<file path="config.mk">
export PLATFORM = sky130hd
export DESIGN_NAME = i2c_req_arbiter
export DESIGN_NICKNAME = d
export VERILOG_FILES = /design/src/rtl/i2c_pkg.sv /design/src/rtl/rr_arbiter.sv /design/src/rtl/i2c_req_arbiter.sv
export SDC_FILE = /design/constraint.sdc
export NUM_CORES = 1
export LEC_CHECK = 0
export ABC_AREA = 1
export BUFFER_PORTS_ARGS = -buffer_cell sky130_fd_sc_hd__buf_2
export CELL_PAD_IN_SITES_DETAIL_PLACEMENT = 0
export CELL_PAD_IN_SITES_GLOBAL_PLACEMENT = 1
export CORE_ASPECT_RATIO = 0.75
export CORE_MARGIN = 2
export CORE_UTILIZATION = 36
export CTS_CLUSTER_DIAMETER = 30
export CTS_CLUSTER_SIZE = 12
export DETAILED_ROUTE_END_ITERATION = 6
export HOLD_SLACK_MARGIN = 0.05
export PLACE_DENSITY_LB_ADDON = 0.1
export SYNTH_ARGS = -nofsm -noshare
export SYNTH_HDL_FRONTEND = slang
export SYNTH_SLANG_ARGS = --single-unit
</file>
<file path="constraint.sdc">
create_clock -name clk -period 5.9 [get_ports clk]
set_input_delay 1.18 -clock clk [delete_from_list [all_inputs] [get_ports clk]]
set_output_delay 1.18 -clock clk [all_outputs]
set_load 0.05 [all_outputs]
</file>
<file path="src/rtl/i2c_pkg.sv">
// Shared widths, FSM state encoding and a saturating counter helper for the
// i2c request arbiter.
package i2c_pkg;

  localparam int I2C_CHIP_W   = 7;
  localparam int I2C_REG_W    = 8;
  localparam int I2C_DATA_W   = 16;
  localparam int I2C_STATUS_W = 4;
  localparam int I2C_CNT_W    = 16;

  typedef logic [2:0] state_t;

  localparam state_t ST_IDLE       = 3'd0;
  localparam state_t ST_ISSUE      = 3'd1;
  localparam state_t ST_WAIT_START = 3'd2;
  localparam state_t ST_WAIT_DONE  = 3'd3;
  localparam state_t ST_RESP       = 3'd4;

  function automatic logic [I2C_CNT_W-1:0] sat_inc(input logic [I2C_CNT_W-1:0] v);
    return (v == {I2C_CNT_W{1'b1}}) ? v : v + 1'b1;
  endfunction

endpackage

</file>
<file path="src/rtl/rr_arbiter.sv">
// Combinational round-robin picker: first set request searching upward from
// the slot after the last grant, wrapping modulo N.
module rr_arbiter #(
  parameter int N    = 4,
  parameter int IDXW = $clog2(N)
) (
  input  logic [N-1:0]    req_i,
  input  logic [IDXW-1:0] last_i,
  output logic [N-1:0]    grant_o,
  output logic [IDXW-1:0] idx_o,
  output logic            any_o
);

  logic [IDXW-1:0] cand;
  logic            found;

  always_comb begin
    grant_o = '0;
    idx_o   = '0;
    found   = 1'b0;
    cand    = '0;
    for (int off = 1; off <= N; off++) begin
      cand = IDXW'((int'(last_i) + off) % N);
      if (!found && req_i[cand]) begin
        found          = 1'b1;
        idx_o          = cand;
        grant_o[cand]  = 1'b1;
      end
    end
    any_o = found;
  end

endmodule

</file>
<file path="src/rtl/i2c_req_arbiter.sv">
// Shares one single-transaction i2c master between NUM_REQ clients: round-robin
// grant, one enable pulse per transaction, start/completion timeouts, response return.
module i2c_req_arbiter
  import i2c_pkg::*;
#(
  parameter int NUM_REQ    = 4,
  parameter int START_WAIT = 8,
  parameter int TIMEOUT    = 65535
) (
  input  logic                            clk,
  input  logic                            reset,
  input  logic                            enable,
  input  logic [NUM_REQ-1:0]              req_valid,
  input  logic [NUM_REQ-1:0]              req_rw,
  input  logic [NUM_REQ*I2C_CHIP_W-1:0]   req_chip_addr,
  input  logic [NUM_REQ*I2C_REG_W-1:0]    req_reg_addr,
  input  logic [NUM_REQ*I2C_DATA_W-1:0]   req_wdata,
  output logic [NUM_REQ-1:0]              req_ready,
  output logic [NUM_REQ-1:0]              rsp_valid,
  output logic [I2C_DATA_W-1:0]           rsp_rdata,
  output logic [I2C_STATUS_W-1:0]         rsp_status,
  output logic                            rsp_err,
  output logic [I2C_CHIP_W-1:0]           m_chip_addr,
  output logic [I2C_REG_W-1:0]            m_reg_addr,
  output logic [I2C_DATA_W-1:0]           m_data_in,
  output logic                            m_write_en,
  output logic                            m_read_en,
  input  logic [I2C_DATA_W-1:0]           m_data_out,
  input  logic                            m_busy,
  input  logic [I2C_STATUS_W-1:0]         m_status
);

  localparam int IDXW = $clog2(NUM_REQ);
  localparam logic [I2C_CNT_W-1:0] START_LIM = I2C_CNT_W'(START_WAIT);
  localparam logic [I2C_CNT_W-1:0] DONE_LIM  = I2C_CNT_W'(TIMEOUT);

  state_t                  state_q, state_d;
  logic [I2C_CNT_W-1:0]    cnt_q, cnt_d;
  logic [IDXW-1:0]         rr_ptr_q;
  logic [NUM_REQ-1:0]      grant_oh_q;
  logic                    rw_q;
  logic [I2C_CHIP_W-1:0]   chip_q;
  logic [I2C_REG_W-1:0]    reg_q;
  logic [I2C_DATA_W-1:0]   wdata_q;
  logic [I2C_DATA_W-1:0]   rdata_q;
  logic [I2C_STATUS_W-1:0] status_q;
  logic                    err_q;
  logic                    timeout_hit;
  logic                    grant_now;

  logic [NUM_REQ-1:0]      arb_grant;
  logic [IDXW-1:0]         arb_idx;
  logic                    arb_any;

  logic [I2C_CHIP_W-1:0]   chip_arr  [NUM_REQ];
  logic [I2C_REG_W-1:0]    reg_arr   [NUM_REQ];
  logic [I2C_DATA_W-1:0]   wdata_arr [NUM_REQ];

  for (genvar gi = 0; gi < NUM_REQ; gi++) begin : g_unpack
    assign chip_arr[gi]  = req_chip_addr[gi*I2C_CHIP_W +: I2C_CHIP_W];
    assign reg_arr[gi]   = req_reg_addr[gi*I2C_REG_W +: I2C_REG_W];
    assign wdata_arr[gi] = req_wdata[gi*I2C_DATA_W +: I2C_DATA_W];
  end

  rr_arbiter #(.N(NUM_REQ), .IDXW(IDXW)) u_rr_arbiter (
    .req_i   (req_valid),
    .last_i  (rr_ptr_q),
    .grant_o (arb_grant),
    .idx_o   (arb_idx),
    .any_o   (arb_any)
  );

  assign grant_now = (state_q == ST_IDLE) && enable && arb_any;

  always_ff @(posedge clk or posedge reset) begin
    if (reset) state_q <= ST_IDLE;
    else       state_q <= state_d;
  end

  // Busy is checked before the limit so a late-but-valid start still wins.
  always_comb begin
    state_d     = state_q;
    cnt_d       = cnt_q;
    timeout_hit = 1'b0;
    case (state_q)
      ST_IDLE:  if (grant_now) state_d = ST_ISSUE;
      ST_ISSUE: begin
        state_d = ST_WAIT_START;
        cnt_d   = '0;
      end
      ST_WAIT_START: begin
        if (m_busy) begin
          state_d = ST_WAIT_DONE;
          cnt_d   = '0;
        end else if (cnt_q >= START_LIM) begin
          state_d     = ST_RESP;
          timeout_hit = 1'b1;
        end else begin
          cnt_d = sat_inc(cnt_q);
        end
      end
      ST_WAIT_DONE: begin
        if (!m_busy) begin
          state_d = ST_RESP;
        end else if (cnt_q >= DONE_LIM) begin
          state_d     = ST_RESP;
          timeout_hit = 1'b1;
        end else begin
          cnt_d = sat_inc(cnt_q);
        end
      end
      ST_RESP: state_d = ST_IDLE;
      default: state_d = ST_IDLE;
    endcase
  end

  always_comb begin
    req_ready  = '0;
    rsp_valid  = '0;
    m_write_en = 1'b0;
    m_read_en  = 1'b0;
    case (state_q)
      ST_ISSUE: begin
        req_ready  = grant_oh_q;
        m_write_en = !rw_q;
        m_read_en  = rw_q;
      end
      ST_RESP: rsp_valid = grant_oh_q;
      default: ;
    endcase
  end

  always_ff @(posedge clk or posedge reset) begin
    if (reset) begin
      cnt_q      <= '0;
      rr_ptr_q   <= IDXW'(NUM_REQ - 1);
      grant_oh_q <= '0;
      rw_q       <= 1'b0;
      chip_q     <= '0;
      reg_q      <= '0;
      wdata_q    <= '0;
      rdata_q    <= '0;
      status_q   <= '0;
      err_q      <= 1'b0;
    end else begin
      cnt_q <= cnt_d;
      if (grant_now) begin
        grant_oh_q <= arb_grant;
        rr_ptr_q   <= arb_idx;
        rw_q       <= req_rw[arb_idx];
        chip_q     <= chip_arr[arb_idx];
        reg_q      <= reg_arr[arb_idx];
        wdata_q    <= wdata_arr[arb_idx];
      end
      if (state_d == ST_RESP && state_q != ST_RESP) begin
        rdata_q  <= rw_q ? m_data_out : '0;
        status_q <= m_status;
        err_q    <= timeout_hit;
      end
    end
  end

  assign m_chip_addr = chip_q;
  assign m_reg_addr  = reg_q;
  assign m_data_in   = wdata_q;
  assign rsp_rdata   = rdata_q;
  assign rsp_status  = status_q;
  assign rsp_err     = err_q;

endmodule

</file>
# After elaboration in Yosys (flattened, before gate mapping)
# Cells that the tools add are included.
# word_totals
regBits	78
input_bits	156
output_inout_bits	62
word_cells	120
# classes
n_addsub	5
n_lt_le_gt_ge	12
n_eq_ne	10
n_mux	61
bitwise_logic	4
reduce_logical	17
# op_table
op	n
16-bit two-way mux	8
16-bit one-hot mux with 3 select lines	1
16-bit binary-select mux with 2-bit select	1
4-bit two-way mux	6
1-bit two-way mux	19
16-bit by 1-bit adder with 16-bit output, second input constant	1
8-bit binary-select mux with 2-bit select	1
16-bit == test, second input constant	1
16-bit >= comparator, second input constant	1
16-bit by 4-bit >= comparator with 1-bit output, second input constant	1
8-bit two-way mux	2
2-bit by 3-bit < comparator with 1-bit output, second input constant	5
3-bit two-way mux	5
7-bit binary-select mux with 2-bit select	1
7-bit two-way mux	2
4-bit OR	3
3-bit one-hot mux with 4 select lines	1
1-bit binary-select mux with 2-bit select	5
1-bit logical AND	10
1-bit demux with 2-bit select	4
2-bit by 1-bit >= comparator with 1-bit output, second input constant	4
2-bit two-way mux	4
3-bit by 2-bit == test with 1-bit output, second input constant	2
3-bit == test, second input constant	2
12 further kinds	19

# Depth between registers and ports, before layout
# depth
ltp_word	18
depth_mapped	16
depth_no_buf	14

# Hierarchy
# Synthesis repeated with hierarchy kept, for this count alone.
# hier_totals
hier_cells	753
hier_area_um2	5137.4
# by_module_without_submodules
mod	n_inst	cells_each	area_per_inst_um2	seq_area_each_um2
i2c_req_arbiter	1	672	4601.9	1954.4
rr_arbiter	1	81	535.5	0.0

# Least setup slack after synthesis
# Ideal clock, no wire load.
# synth_path
path_kind	register to output
startpoint	register rw_q
endpoint	output m_read_en
arrival_ns	1.571
required_ns	4.720
setup_slack_ns	3.149
path_stages_with_launch	5
path_buffers	2
cell_sequence	dfrtp_1 clkbuf_1 clkbuf_1 inv_1 nor2_1
# synth_via
elab_chain_len	1
# synth_lines
element	line	text
start: declaration	i2c_req_arbiter.sv:41	logic rw_q;
start signal: assignment	i2c_req_arbiter.sv:150	rw_q <= req_rw[arb_idx];
1-bit two-way mux	i2c_req_arbiter.sv:122	case (state_q)
end: declaration	i2c_req_arbiter.sv:27	output logic m_read_en,
# Every way passes these cells.

# Final worst setup path
# layout_path
startpoint	register rr_ptr_q[0]
endpoint	register rw_q
# layout_via
elab_chain_len	15
word_cells_on_any_way	29
cone_classes	add/sub: 4; mux: 18; reduce/logical: 7
# layout_lines
element	line	text
start: declaration	i2c_req_arbiter.sv:39	logic [IDXW-1:0] rr_ptr_q;
start signal: assignment	i2c_req_arbiter.sv:136	rr_ptr_q <= IDXW'(NUM_REQ - 1);
start signal: assignment	i2c_req_arbiter.sv:149	rr_ptr_q <= arb_idx;
2-bit by 1-bit adder with 2-bit output	rr_arbiter.sv:23	cand = IDXW'((int'(last_i) + off) % N);
1-bit binary-select mux with 2-bit select	rr_arbiter.sv:24	if (!found && req_i[cand]) begin
1-bit two-way mux (not written as such)	rr_arbiter.sv:24	
1-bit two-way mux	rr_arbiter.sv:24	
1-bit zero test	rr_arbiter.sv:24	
1-bit logical AND	rr_arbiter.sv:24	
1-bit two-way mux	rr_arbiter.sv:24	
1-bit zero test	rr_arbiter.sv:24	
1-bit logical AND	rr_arbiter.sv:24	
1-bit two-way mux	rr_arbiter.sv:24	
1-bit zero test	rr_arbiter.sv:24	
1-bit logical AND	rr_arbiter.sv:24	
2-bit two-way mux	rr_arbiter.sv:24	
1-bit binary-select mux with 2-bit select	i2c_req_arbiter.sv:150	
1-bit two-way mux (not written as such)	i2c_req_arbiter.sv:150	
# Parallel ways exist; a longest one is shown, timed or not. The select of a mux whose other input is x is not followed.
# A chain may end at the register's enable or synchronous reset.

==> impl_metrics.csv <==
group,metric,value,unit
run_status,status,"completed",
worst_hold_path,hold_depth,2,
timing,maxSlewHeadroom,17.7,%
synthesis,yosysWarnings,0,
critical_path,crit_slowest_cell,"nand2_2",
timing,timing.hold.ws,0.474,ns
critical_path,cp-end-kind,"flip-flop",
cts,cts_tree,"yes",
power,power,4.70,mW
critical_path,worstPathMaxFanout,65,
cts,clock_sinks,78,
detailed_routing,num_vias,6069,
synthesis,synth_top_area_share,33.1,%
critical_path,worstPathArrival,4.17,ns
placement,dpl.cell_count,1286,
synthesis,yosysMostFrequentCell,"nand2_1",
cts,cts_resized,0,
critical_path,critPathMaxStageDelay,0.87,ns
detailed_routing,drt-initial-drc-count,310,
cts,cts-hold-fix-buffers,0,
global_route,grt_max_degree,79,
die,dieWidth,150,um
die,rows,39,
timing,period_needed,3.90,ns
detailed_routing,drc_errors,0,
cts,clockBufferDepth,2,
synthesis,synthesis.nets,1071,
synthesis,syn-cell-area,5750,um2
layout,drive_gt1_share,24.3,%
global_route,grt_overflow,0,
timing,setup_ws,2.00,ns
die,core_area,15400,um2
timing,finalMaxSlewViolations,0,
timing,clock_skew,0.0116,ns
cts,clk_pin_slew_worst_paths,0.06,ns
detailed_routing,firstDrtPassIters,5,
critical_path,start_kind,"flip-flop",
synthesis,ys_ff_latch,78,
worst_hold_path,holdCritPathClass,"flip-flop to flip-flop",
job,cap_violations,0,
detailed_routing,via_per_inst,4.66,
layout,instances_no_fill,1303,
power,power_leakage,4.29,nW
timing,rsz0062_at_grt,"no",
layout,final_net_count,1258,
critical_path,worst_ep_required_time,6.17,ns
global_route,grt_use_total,21.8,%
timing,post-route-period-util,66.1,%
die,initial_utilization,37.3,%
synthesis,synth_edf_count,0,
synthesis,yosysTopAreaCell,"dfrtp_1",
timing,hold_viol,0,
cts,numCtsBuffers,9,
timing,worst_pin_slew,1.23,ns
global_route,antenna_found_initial,1,
global_route,grt_pass1_wl,29.7,mm
cts,htree_num_levels,3,
power,ir_drop,419,uV
timing,report.final.setup_viol,0,
timing,setup_tns,0,ns
cts,clock_latency,0.34,ns
synthesis,ys_seq_area_share,34.0,%
synthesis,synth_cells,905,
layout,syn2layout_area_growth,24.1,%
placement,place_congestion,0.804,
synthesis,synth_top_cells_by_count,"297 x nand2_1, 162 x inv_1, 152 x nand3_1",
global_route,grt_pass1_vias,6015,
power,p_per_area,659,nW/um2
critical_path,critical_path_class,"flip-flop to flip-flop",
synthesis,synth_area_leaders,"dfrtp_1 33%, nand2_1 19%, nand3_1 13%",
placement,dpl_worst_slack,1.93,ns
placement,io_buffers,217,
placement,dpl.hpwl,12.6,mm
cts,cts_setup_buffers,0,
detailed_routing,routed_wl,17.7,mm
critical_path,reg2reg_depth,15,
detailed_routing,routedWlPerCell,13.6,um
synthesis,synthFlopType,"dfrtp_1",
synthesis,synth_cell_types,36,
cts,cts_root_buf,"clkbuf_16",
die,fp.dieH,113,um
synthesis,ys_async_sr_fraction,100,%
timing,fmax,256,MHz
detailed_routing,detail-route-antenna-nets,0,
die,dieArea,17000,um2
critical_path,path_common_cell,"nand2_1",
die,pin_count,218,
critical_path,crit_chain,"inv_2 > ha_1 > inv_1 > nand3_1 > nand2_2 > inv_1 > nand2_1 > nand3_2 > buf_4 > nand2_2 > nand2_1 > nand3_1 > nand2_1 > nand2_1 > nand2_1",
synthesis,syn_area_per_cell,6.35,um2
==> worst paths after layout <==
kind	slack, ns	endpoint	from
worst max-delay path	2.00	rw_q$_DFFE_PP0P_	rr_ptr_q[0]$_DFFE_PP1P_
worst min-delay path	0.47	m_data_in[6]$_DFFE_PP0P_	m_data_in[6]$_DFFE_PP0P_
worst max register to register	2.00	rw_q$_DFFE_PP0P_	rr_ptr_q[0]$_DFFE_PP1P_
worst min register to register	0.47	m_data_in[6]$_DFFE_PP0P_	m_data_in[6]$_DFFE_PP0P_
max in group asynchronous	4.07	cnt_q[14]$_DFFE_PP0P_	reset
min in group asynchronous	1.14	rsp_rdata[14]$_DFFE_PP0P_	reset
==> state kept, by name (all words and copies together), names as in the netlist <==
name and count:
cnt_q 16, m_chip_addr 7, state_q 3, m_data_in 16, rsp_status 4, rsp_rdata 16
grant_oh_q 4, m_reg_addr 8, rw_q 1, rsp_err 1, rr_ptr_q 2
==> area by class of cell <==
cell class	count	area [um2]
fillers	1697	8290
multi-input cells	613	2870
flip-flops and latches	78	1950
repair buffers	222	1120
inverters	168	634
well taps	205	256
clock buffers	9	225
clock inverters	7	72.6
diodes	1	2.50
==> critical path, delay by kind of cell (launching register included) <==
kind | cells | cell delay [ns]
flops | 1 | 0.67
simple gates | 10 | 1.80
buf+inv | 4 | 0.91
fa+ha+maj | 1 | 0.41
==> per-layer routing <==
| layer | up-vias | track usage (%) | share of wire [%] |
|---|---|---|---|
| li1 | 3161 | - | - |
| met1 | 2723 | 30.8 | 48 |
| met2 | 172 | 34.1 | 44 |
| met3 | 13 | 5.40 | 7.1 |
| met4 | 0 | 4.28 | 0.90 |
| met5 | - | 0 | 0 |
==> power by group <==
part / switching (mW) / internal [mW] / total [mW]
sequential: 0.161 / 0.759 / 0.920
clock: 0.254 / 0.299 / 0.553
combinational: 2.34 / 0.892 / 3.23
total: 2.75 / 1.95 / 4.70
==> metrics by stage <==
stage               util (%)  cell area [um2]
detailed placement      44.3             6830
finish                  46.3             7130
global route            46.3             7130
CTS                     46.3             7130
floorplan                  -             5750
global placement        44.3             6830
==> cell families after synthesis <==
| group | count (synthesis) | synth area share (%) |
|---|---|---|
| buffers and inverters | 214 | 16.2 |
| adder cells (fa/ha/maj) | 10 | 2.18 |
| XOR/XNOR | 6 | 0.914 |
| AND/OR/NAND/NOR | 533 | 40.3 |
| flip-flops | 78 | 34.0 |
| AO/OA/AOI/OAI | 64 | 6.38 |
==> layout by cell type (no fill, tap or decap), types with 2 or more instances in the layout <==
cell type and n:
inv_1 161, inv_6 3, nor2_1 51, buf_4 5, nand2_1 297, a21oi_1 22, nand2_2 6, nand3_2 5
o21ai_0 21, o21ai_1 2, o22ai_1 2, ha_1 10, buf_2 217, clkbuf_16 9, o211ai_1 12, nand2_4 2
inv_2 4, dfstp_2 2, nor2_2 4, inv_8 2, nand3_1 151, dfrtp_1 76, nand4_1 5, nor3_1 7
xor2_1 6
Power figures use the tool's default switching activity.
